===== src/rtl/spi_port_arbiter_if.sv =====
// spi_port_arbiter_if: core byte port, CRAS word port and spi_controller signals of spi_port_arbiter.
// slave = arbiter view; master = environment (requesters plus controller) view.
interface spi_port_arbiter_if;
    logic        c_lock, c_wr, c_rd, c_ignore, c_busy, c_data_avail;
    logic [7:0]  c_din, c_dout;
    logic        r_wr, r_rd, r_rdy;
    logic [31:0] r_addr, r_din, r_dout;
    logic        spi_wr, spi_rd, spi_ignore_response;
    logic        spi_data_avail, spi_buffer_empty, spi_buffer_full;
    logic [7:0]  spi_din, spi_dout;

    modport slave (
        input  c_lock, c_wr, c_rd, c_ignore, c_din,
        output c_busy, c_data_avail, c_dout,
        input  r_wr, r_rd, r_addr, r_din,
        output r_rdy, r_dout,
        output spi_wr, spi_rd, spi_ignore_response, spi_din,
        input  spi_data_avail, spi_buffer_empty, spi_buffer_full, spi_dout
    );

    modport master (
        output c_lock, c_wr, c_rd, c_ignore, c_din,
        input  c_busy, c_data_avail, c_dout,
        output r_wr, r_rd, r_addr, r_din,
        input  r_rdy, r_dout,
        input  spi_wr, spi_rd, spi_ignore_response, spi_din,
        output spi_data_avail, spi_buffer_empty, spi_buffer_full, spi_dout
    );
endinterface


===== src/rtl/spi_port_arbiter.sv =====
// spi_port_arbiter: shares one byte-wide spi_controller between the core MMIO byte port and CRAS word frames.
// Define SPI_ARB_RR_EN to break IDLE ties round-robin; otherwise CRAS always wins ties.
module spi_port_arbiter #(
    parameter logic [7:0] CMD_WRITE = 8'h02,
    parameter logic [7:0] CMD_READ  = 8'h03,
    parameter logic [7:0] DUMMY     = 8'h00
) (
    input logic clk,
    input logic rst_n,
    spi_port_arbiter_if.slave bus
);
    typedef enum logic [2:0] {IDLE, CORE, RAS_TX, RAS_RX, RAS_DONE} state_t;

    state_t      state_q, state_d;
    logic [2:0]  tx_idx_q, tx_idx_d;
    logic        tx_done_q, tx_done_d;
    logic [2:0]  rx_cnt_q, rx_cnt_d;
    logic        op_wr_q, op_wr_d;
    logic [23:0] addr_q, addr_d;
    logic [31:0] din_q, din_d;
    logic [31:0] rx_sh_q, rx_sh_d;
    logic [31:0] r_dout_q, r_dout_d;
    logic        last_ras_q, last_ras_d;
    logic        ras_req, core_first, push, pop;
    logic [63:0] frame;
    logic        unused_addr_hi;

    assign ras_req = bus.r_wr | bus.r_rd;
`ifdef SPI_ARB_RR_EN
    assign core_first = bus.c_lock & (~ras_req | last_ras_q);
`else
    assign core_first = bus.c_lock & ~ras_req;
`endif
    assign frame          = {op_wr_q ? CMD_WRITE : CMD_READ, addr_q, op_wr_q ? din_q : {4{DUMMY}}};
    assign push           = (state_q == RAS_TX) & ~tx_done_q & ~bus.spi_buffer_full;
    // Read responses can land while the frame is still being pushed, so capture in TX and RX alike.
    assign pop            = (state_q == RAS_TX || state_q == RAS_RX) & ~op_wr_q & bus.spi_data_avail & ~rx_cnt_q[2];
    assign bus.c_dout       = bus.spi_dout;
    assign bus.c_data_avail = bus.spi_data_avail & (state_q == CORE);
    assign bus.r_dout       = r_dout_q;
    assign unused_addr_hi   = ^bus.r_addr[31:24];

    always_comb begin
        state_d    = state_q;
        tx_idx_d   = tx_idx_q;
        tx_done_d  = tx_done_q;
        rx_cnt_d   = pop ? rx_cnt_q + 3'd1 : rx_cnt_q;
        rx_sh_d    = pop ? {rx_sh_q[23:0], bus.spi_dout} : rx_sh_q;
        op_wr_d    = op_wr_q;
        addr_d     = addr_q;
        din_d      = din_q;
        r_dout_d   = r_dout_q;
        last_ras_d = last_ras_q;
        bus.c_busy              = 1'b1;
        bus.r_rdy               = 1'b0;
        bus.spi_wr              = 1'b0;
        bus.spi_rd              = pop;
        bus.spi_din             = 8'h00;
        bus.spi_ignore_response = 1'b0;
        case (state_q)
            IDLE: begin
                if (core_first) begin
                    state_d    = CORE;
                    last_ras_d = 1'b0;
                end else if (ras_req) begin
                    state_d   = RAS_TX;
                    op_wr_d   = bus.r_wr;
                    addr_d    = bus.r_addr[23:0];
                    din_d     = bus.r_din;
                    tx_idx_d  = 3'd0;
                    tx_done_d = 1'b0;
                    rx_cnt_d  = 3'd0;
                end
            end
            CORE: begin
                bus.c_busy              = 1'b0;
                bus.spi_wr              = bus.c_wr;
                bus.spi_rd              = bus.c_rd;
                bus.spi_din             = bus.c_din;
                bus.spi_ignore_response = bus.c_ignore;
                if (!bus.c_lock && bus.spi_buffer_empty && !bus.spi_data_avail) state_d = IDLE;
            end
            RAS_TX: begin
                bus.spi_wr              = push;
                bus.spi_din             = frame[{~tx_idx_q, 3'b000} +: 8];
                bus.spi_ignore_response = op_wr_q | ~tx_idx_q[2];
                if (push) tx_idx_d = tx_idx_q + 3'd1;
                if (push && tx_idx_q == 3'd7) begin
                    tx_done_d = op_wr_q;
                    state_d   = op_wr_q ? RAS_TX : RAS_RX;
                end
                // Writes complete only once the controller has drained the whole frame.
                if (tx_done_q && bus.spi_buffer_empty) state_d = RAS_DONE;
            end
            RAS_RX: begin
                if (rx_cnt_d == 3'd4) begin
                    state_d  = RAS_DONE;
                    r_dout_d = rx_sh_d;
                end
            end
            RAS_DONE: begin
                bus.r_rdy  = 1'b1;
                last_ras_d = 1'b1;
                state_d    = IDLE;
            end
            default: state_d = IDLE;
        endcase
    end

    always_ff @(posedge clk or negedge rst_n) begin
        if (!rst_n) begin
            state_q    <= IDLE;
            tx_idx_q   <= 3'd0;
            tx_done_q  <= 1'b0;
            rx_cnt_q   <= 3'd0;
            rx_sh_q    <= 32'h0;
            op_wr_q    <= 1'b0;
            addr_q     <= 24'h0;
            din_q      <= 32'h0;
            r_dout_q   <= 32'h0;
            last_ras_q <= 1'b0;
        end else begin
            state_q    <= state_d;
            tx_idx_q   <= tx_idx_d;
            tx_done_q  <= tx_done_d;
            rx_cnt_q   <= rx_cnt_d;
            rx_sh_q    <= rx_sh_d;
            op_wr_q    <= op_wr_d;
            addr_q     <= addr_d;
            din_q      <= din_d;
            r_dout_q   <= r_dout_d;
            last_ras_q <= last_ras_d;
        end
    end
endmodule


===== src/flat_wrapper.sv =====
// flat-port wrapper written by rule: the top's interface ports become plain ports
module spi_port_arbiter_flat 
#(
    parameter logic [7:0] CMD_WRITE = 8'h02,
    parameter logic [7:0] CMD_READ  = 8'h03,
    parameter logic [7:0] DUMMY     = 8'h00
)
  (clk, rst_n, bus_c_lock, bus_c_wr, bus_c_rd, bus_c_ignore, bus_c_din, bus_c_busy, bus_c_data_avail, bus_c_dout, bus_r_wr, bus_r_rd, bus_r_addr, bus_r_din, bus_r_rdy, bus_r_dout, bus_spi_wr, bus_spi_rd, bus_spi_ignore_response, bus_spi_din, bus_spi_data_avail, bus_spi_buffer_empty, bus_spi_buffer_full, bus_spi_dout);
  spi_port_arbiter_if bus_i ();
  input logic clk;
  input logic rst_n;
  input wire logic [$bits(bus_i.c_lock)-1:0] bus_c_lock;
  input wire logic [$bits(bus_i.c_wr)-1:0] bus_c_wr;
  input wire logic [$bits(bus_i.c_rd)-1:0] bus_c_rd;
  input wire logic [$bits(bus_i.c_ignore)-1:0] bus_c_ignore;
  input wire logic [$bits(bus_i.c_din)-1:0] bus_c_din;
  output wire logic [$bits(bus_i.c_busy)-1:0] bus_c_busy;
  output wire logic [$bits(bus_i.c_data_avail)-1:0] bus_c_data_avail;
  output wire logic [$bits(bus_i.c_dout)-1:0] bus_c_dout;
  input wire logic [$bits(bus_i.r_wr)-1:0] bus_r_wr;
  input wire logic [$bits(bus_i.r_rd)-1:0] bus_r_rd;
  input wire logic [$bits(bus_i.r_addr)-1:0] bus_r_addr;
  input wire logic [$bits(bus_i.r_din)-1:0] bus_r_din;
  output wire logic [$bits(bus_i.r_rdy)-1:0] bus_r_rdy;
  output wire logic [$bits(bus_i.r_dout)-1:0] bus_r_dout;
  output wire logic [$bits(bus_i.spi_wr)-1:0] bus_spi_wr;
  output wire logic [$bits(bus_i.spi_rd)-1:0] bus_spi_rd;
  output wire logic [$bits(bus_i.spi_ignore_response)-1:0] bus_spi_ignore_response;
  output wire logic [$bits(bus_i.spi_din)-1:0] bus_spi_din;
  input wire logic [$bits(bus_i.spi_data_avail)-1:0] bus_spi_data_avail;
  input wire logic [$bits(bus_i.spi_buffer_empty)-1:0] bus_spi_buffer_empty;
  input wire logic [$bits(bus_i.spi_buffer_full)-1:0] bus_spi_buffer_full;
  input wire logic [$bits(bus_i.spi_dout)-1:0] bus_spi_dout;
  assign bus_i.c_lock = bus_c_lock;
  assign bus_i.c_wr = bus_c_wr;
  assign bus_i.c_rd = bus_c_rd;
  assign bus_i.c_ignore = bus_c_ignore;
  assign bus_i.c_din = bus_c_din;
  assign bus_c_busy = bus_i.c_busy;
  assign bus_c_data_avail = bus_i.c_data_avail;
  assign bus_c_dout = bus_i.c_dout;
  assign bus_i.r_wr = bus_r_wr;
  assign bus_i.r_rd = bus_r_rd;
  assign bus_i.r_addr = bus_r_addr;
  assign bus_i.r_din = bus_r_din;
  assign bus_r_rdy = bus_i.r_rdy;
  assign bus_r_dout = bus_i.r_dout;
  assign bus_spi_wr = bus_i.spi_wr;
  assign bus_spi_rd = bus_i.spi_rd;
  assign bus_spi_ignore_response = bus_i.spi_ignore_response;
  assign bus_spi_din = bus_i.spi_din;
  assign bus_i.spi_data_avail = bus_spi_data_avail;
  assign bus_i.spi_buffer_empty = bus_spi_buffer_empty;
  assign bus_i.spi_buffer_full = bus_spi_buffer_full;
  assign bus_i.spi_dout = bus_spi_dout;
  spi_port_arbiter #(.CMD_WRITE(CMD_WRITE), .CMD_READ(CMD_READ), .DUMMY(DUMMY)) u_core (.clk(clk), .rst_n(rst_n), .bus(bus_i));
endmodule

===== config.mk =====
export PLATFORM = sky130hd
export DESIGN_NAME = spi_port_arbiter_flat
export DESIGN_NICKNAME = d
export VERILOG_FILES = /design/src/rtl/spi_port_arbiter_if.sv /design/src/rtl/spi_port_arbiter.sv /design/src/flat_wrapper.sv
export SDC_FILE = /design/constraint.sdc
export NUM_CORES = 1
export LEC_CHECK = 0
export CORE_MARGIN = 4
export CORE_UTILIZATION = 25
export DETAILED_ROUTE_END_ITERATION = 12
export HOLD_SLACK_MARGIN = 0.06
export PLACE_DENSITY = 0.43
export SYNTH_ARGS = -nofsm -noshare
export SYNTH_HDL_FRONTEND = slang
export SYNTH_SLANG_ARGS = --single-unit

===== constraint.sdc =====
create_clock -name clk -period 2.2 [get_ports clk]
set_input_delay 0.33 -clock clk [delete_from_list [all_inputs] [get_ports clk]]
set_output_delay 0.33 -clock clk [all_outputs]
set_load 0.01 [all_outputs]

==> results of run 1 <==
final cells by class:
cell class              count  area (µm²)  share of cell area [%]
well taps                 319         399                    4.66
repair buffers            178        1810                    21.1
multi-input cells         335        2510                    29.3
clock inverters            13         138                    1.61
inverters                   2        7.51                  0.0876
clock buffers              18         429                    5.01
flip-flops and latches    131        3280                    38.3
how the worst max path moves through the flow:
stage / start / end / slack (ns)
CTS: u_core.tx_idx_q[0] / bus_spi_din[7] / -0.17
global placement: bus_spi_data_avail / u_core.bus.r_dout[3] / -0.19
floorplan: u_core.rx_cnt_q[0] / u_core.bus.r_dout[11] / 0.19
global route: u_core.tx_idx_q[0] / bus_spi_din[7] / -0.25
detailed placement: bus_spi_data_avail / u_core.bus.r_dout[0] / -0.20
finish: u_core.tx_idx_q[0] / bus_spi_din[4] / -0.15
power groups by stage:
stage | Sequential (mW) | Combinational [mW] | Clock, mW
floorplan | 4.05 | 2.89 | 0
global placement | 4.11 | 4.74 | 0
detailed placement | 4.13 | 4.82 | 0
CTS | 4.11 | 4.97 | 2.82
global route | 4.23 | 5.44 | 2.94
finish | 4.10 | 4.96 | 2.72
state kept, by name, summed over array words and instances, names as in the netlist:
signal	count
u_core.addr_q	24
u_core.op_wr_q	1
u_core.rx_sh_q	32
u_core.tx_idx_q	3
u_core.din_q	32
u_core.state_q	3
u_core.tx_done_q	1
u_core.bus.r_dout	32
u_core.rx_cnt_q	3
worst reg2reg max path: cells and delay by family, from the launching register on:
kind	cells	cell delay [ns]
multiplexers	2	0.63
AND/OR/NAND/NOR	2	0.49
buffers and inverters	3	0.48
flip-flops	1	0.38
repair_timing:
action                                  in CTS  in global routing
cloned                                       0                  1
hold buffers                                 1                  0
endpoints found under the setup margin      12                 16
endpoints found under the hold margin       55                  0
resized for setup                           52                  6
pin swaps                                   12                  2
setup buffers                                8                  1
kinds of logic after synthesis:
kind of cell             after synthesis  synth area share (%)
multiplexers                          82                  20.5
AO/OA/AOI/OAI                         32                  4.18
adder cells (fa/ha/maj)                3                 0.630
buffers and inverters                 37                  4.11
flip-flops                           131                  55.0
AND/OR/NAND/NOR                      217                  15.4
XOR/XNOR                               1                 0.147
synthesized netlist by cell type, types with 2 or more instances:
| library cell | instances |
|---|---|
| sky130_fd_sc_hd__mux2_2 | 12 |
| sky130_fd_sc_hd__mux4_2 | 9 |
| sky130_fd_sc_hd__buf_2 | 13 |
| sky130_fd_sc_hd__dfrtp_1 | 131 |
| sky130_fd_sc_hd__inv_1 | 2 |
| sky130_fd_sc_hd__buf_12 | 3 |
| sky130_fd_sc_hd__nand2_1 | 190 |
| sky130_fd_sc_hd__ha_1 | 3 |
| sky130_fd_sc_hd__nor2_1 | 8 |
| sky130_fd_sc_hd__nor2b_1 | 3 |
| sky130_fd_sc_hd__mux2_1 | 5 |
| sky130_fd_sc_hd__nor2_2 | 2 |
| sky130_fd_sc_hd__a22o_1 | 10 |
| sky130_fd_sc_hd__nor3b_1 | 3 |
| sky130_fd_sc_hd__mux2_4 | 54 |
| sky130_fd_sc_hd__a22oi_1 | 7 |
| sky130_fd_sc_hd__buf_4 | 9 |
| sky130_fd_sc_hd__a21oi_1 | 3 |
| sky130_fd_sc_hd__a21o_1 | 3 |
| sky130_fd_sc_hd__clkbuf_1 | 8 |
| sky130_fd_sc_hd__mux2i_1 | 2 |
metal layers:
layer / track usage [%] / routed length (µm) / vias to the layer above
met2: 18.8 / 7410 / 66
met5: 0 / 0 / -
met4: 3.61 / 159 / 0
met1: 16.8 / 7440 / 2041
met3: 2.53 / 486 / 9
li1: - / - / 2001
==> results.rst, run 1 <==
.. list-table::
   :header-rows: 1

   * - Metric
     - Value
   * - Effective utilization at floorplan
     - 25.4%
   * - Crit path time final
     - 2.35 ns
   * - Commonest non-fill, non-tap cells in the layout
     - 190 x sky130_fd_sc_hd__nand2_1, 131 x sky130_fd_sc_hd__dfrtp_1, 123 x sky130_fd_sc_hd__clkdlybuf4s50_1, 54 x sky130_fd_sc_hd__mux2_4, 24 x sky130_fd_sc_hd__buf_4
   * - Gr usage total
     - 12.0%
   * - Crit start category
     - register
   * - Full die area
     - 26400 µm²
   * - Flip-flop cell with the highest count after synthesis
     - sky130_fd_sc_hd__dfrtp_1
   * - Number of inserted filler cells in the final layout
     - 2313
   * - GPL Wtd Cong
     - 0.713
   * - Ant. Diodes
     - 0
   * - Cell-by-cell trace of the critical path
     - buf_12 -> buf_6 -> mux4_2 -> a22oi_2 -> nand2_1 -> buf_2
   * - Hold slack final
     - 0.448 ns
   * - Clock skew after layout
     - 0.00822 ns
   * - Outcome
     - finished with violations
   * - Switching pwr
     - 3.86 mW
   * - Max stage delay cell, worst path
     - sky130_fd_sc_hd__mux4_2
   * - Cell count after synthesis
     - 503
   * - H-Tree Level Count
     - 4
   * - CP required
     - 1.87 ns
   * - R2R Path End
     - u_core.bus.r_dout[0]
   * - Cell Int Power
     - 7.91 mW
   * - Number of detailed-route iterations in the first pass
     - 4
   * - Count of vias placed by the detailed router
     - 4117
   * - Number of maximum-capacitance constraint violations
     - 0
   * - Critical path depth
     - 6
   * - Post-Syn Area per Cell
     - 11.9 µm²
   * - Routed Wire Length
     - 15500 µm
   * - Initial antenna violation count
     - 0
   * - Avg WL per Cell
     - 15.6 µm
   * - Worst hold path type
     - input port to register
   * - Post-route standard cell area excluding fillers
     - 8570 µm²
   * - Proportion of power drawn by combinational gates
     - 42.1%
   * - Share of total power in sequential cells
     - 34.8%
   * - Sequential cell area fraction in the yosys report
     - 55.0%
   * - Worst Reg2Reg Path Length in Cells
     - 7
   * - Final standard cell utilization of the core
     - 36.5%
   * - Clock network fraction of design power
     - 23.1%
   * - Leakage
     - 3.98 nW
   * - Total nets after synthesis
     - 597
   * - Crit path max-delay family
     - multiplexers
   * - TritonCTS clock tree
     - done
   * - Final period util
     - 107%
   * - Total power after layout
     - 11.8 mW
   * - Maximum cell stage delay along the critical path
     - 0.56 ns
   * - TritonCTS sink count
     - 131
   * - Power Density
     - 1370 nW/µm²
   * - Final sum of negative setup slack
     - -0.898 ns
   * - Placement-stage cell area
     - 7860 µm²
   * - Number of hold-slack violations in the final timing report
     - 0
   * - Number of CTS-inserted buffers
     - 17
   * - Worst setup margin
     - -0.148 ns
   * - Number of instances on the worst hold path
     - 3
   * - Number of DRC violations after detailed routing
     - 0
   * - Sw Share
     - 32.8%
   * - Antenna viol nets, final
     - 0
   * - Combined area of all synthesized cells
     - 5960 µm²
   * - Number of instances in the placed design
     - 954
   * - Wire length of the first global-routing pass
     - 24700 µm
   * - Place WS
     - -0.201 ns
   * - Number of warnings issued by yosys
     - 0
   * - Crit Path Category
     - register to output port
   * - Setup slack on the worst flop-to-flop path
     - 0.11 ns
   * - Remaining global-route overflow
     - 0
   * - Leading post-synthesis cells by cell area
     - sky130_fd_sc_hd__dfrtp_1 55%, sky130_fd_sc_hd__mux2_4 14%, sky130_fd_sc_hd__nand2_1 12%, sky130_fd_sc_hd__mux4_2 3.4%, sky130_fd_sc_hd__mux2_2 2.3%
   * - Number of synthesized register bits
     - 131
   * - Top achievable clock speed
     - 426 MHz
   * - IO Pins
     - 145
   * - Launch point of the worst hold path
     - bus_r_din[12]
   * - Tightest slew margin relative to the limit
     - 59.6%
   * - Row Count
     - 56
   * - Number of enable flip-flop cells after synthesis
     - 0
   * - Largest fanout on the critical path
     - 7
   * - Vertical extent of the die
     - 162 µm
   * - Worst reg2reg path startpoint
     - u_core.state_q[2]
   * - Number of I/O port buffers
     - 136
   * - Worst vdd ir
     - 454 µV
   * - Fin cells
     - 996
   * - Fraction of layout cells with a size suffix above 1
     - 26.1%
   * - Violations in the final reports
     - negative setup slack
   * - Unrepaired setup endpoints after global routing
     - yes
   * - Clock-pin slew of the registers on the worst-case setup and hold paths
     - 0.06 ns
   * - Drt initial violations
     - 139
   * - Area fraction of the dominant cell type after synthesis
     - 55.0%
   * - Pin count of the biggest net entering global routing
     - 61
   * - Final Setup Violations
     - 8
   * - Worst path bufs/invs
     - 3
   * - # nets final
     - 759
   * - Hold endpoint
     - u_core.din_q[12]
   * - Root buf cell
     - sky130_fd_sc_hd__clkbuf_16
   * - Worst-Margin Slew
     - 0.605 ns
   * - Buffer depth of the longest clock path
     - 2
   * - Layout overhead on the synthesized area
     - 43.7%
   * - Die width
     - 162 µm
   * - Share of synthesized registers carrying an async set or reset
     - 100%
   * - Crit path arrival time
     - 2.02 ns
   * - Count of unique library cells instantiated by Yosys
     - 44
   * - Number of global-route vias before repair
     - 4403
   * - Post-DP HPWL
     - 10900 µm
   * - Endpoint kind of the worst setup timing path
     - output port
   * - Core Box Area
     - 23500 µm²
   * - Number of max-slew violations in the final report
     - 0
   * - Via density per instance
     - 4.13
   * - Most common cell after layout, fill and taps aside
     - sky130_fd_sc_hd__nand2_1
   * - Later-pin clock latency in the skew report
     - 0.41 ns
   * - Cell type contributing the most total cell area after synthesis
     - sky130_fd_sc_hd__dfrtp_1
Power figures use the tool's default switching activity.
==> run 2, diff against run 1 <==
--- a/config.mk
+++ b/config.mk
@@ -8,6 +8,7 @@
 export CORE_MARGIN = 4
 export CORE_UTILIZATION = 25
 export DETAILED_ROUTE_END_ITERATION = 12
+export GPL_ROUTABILITY_DRIVEN = 0
 export HOLD_SLACK_MARGIN = 0.06
 export PLACE_DENSITY = 0.43
 export SYNTH_ARGS = -nofsm -noshare
==> results of run 2 <==
Final layout, timing and power as in run 1 (identical DEF).
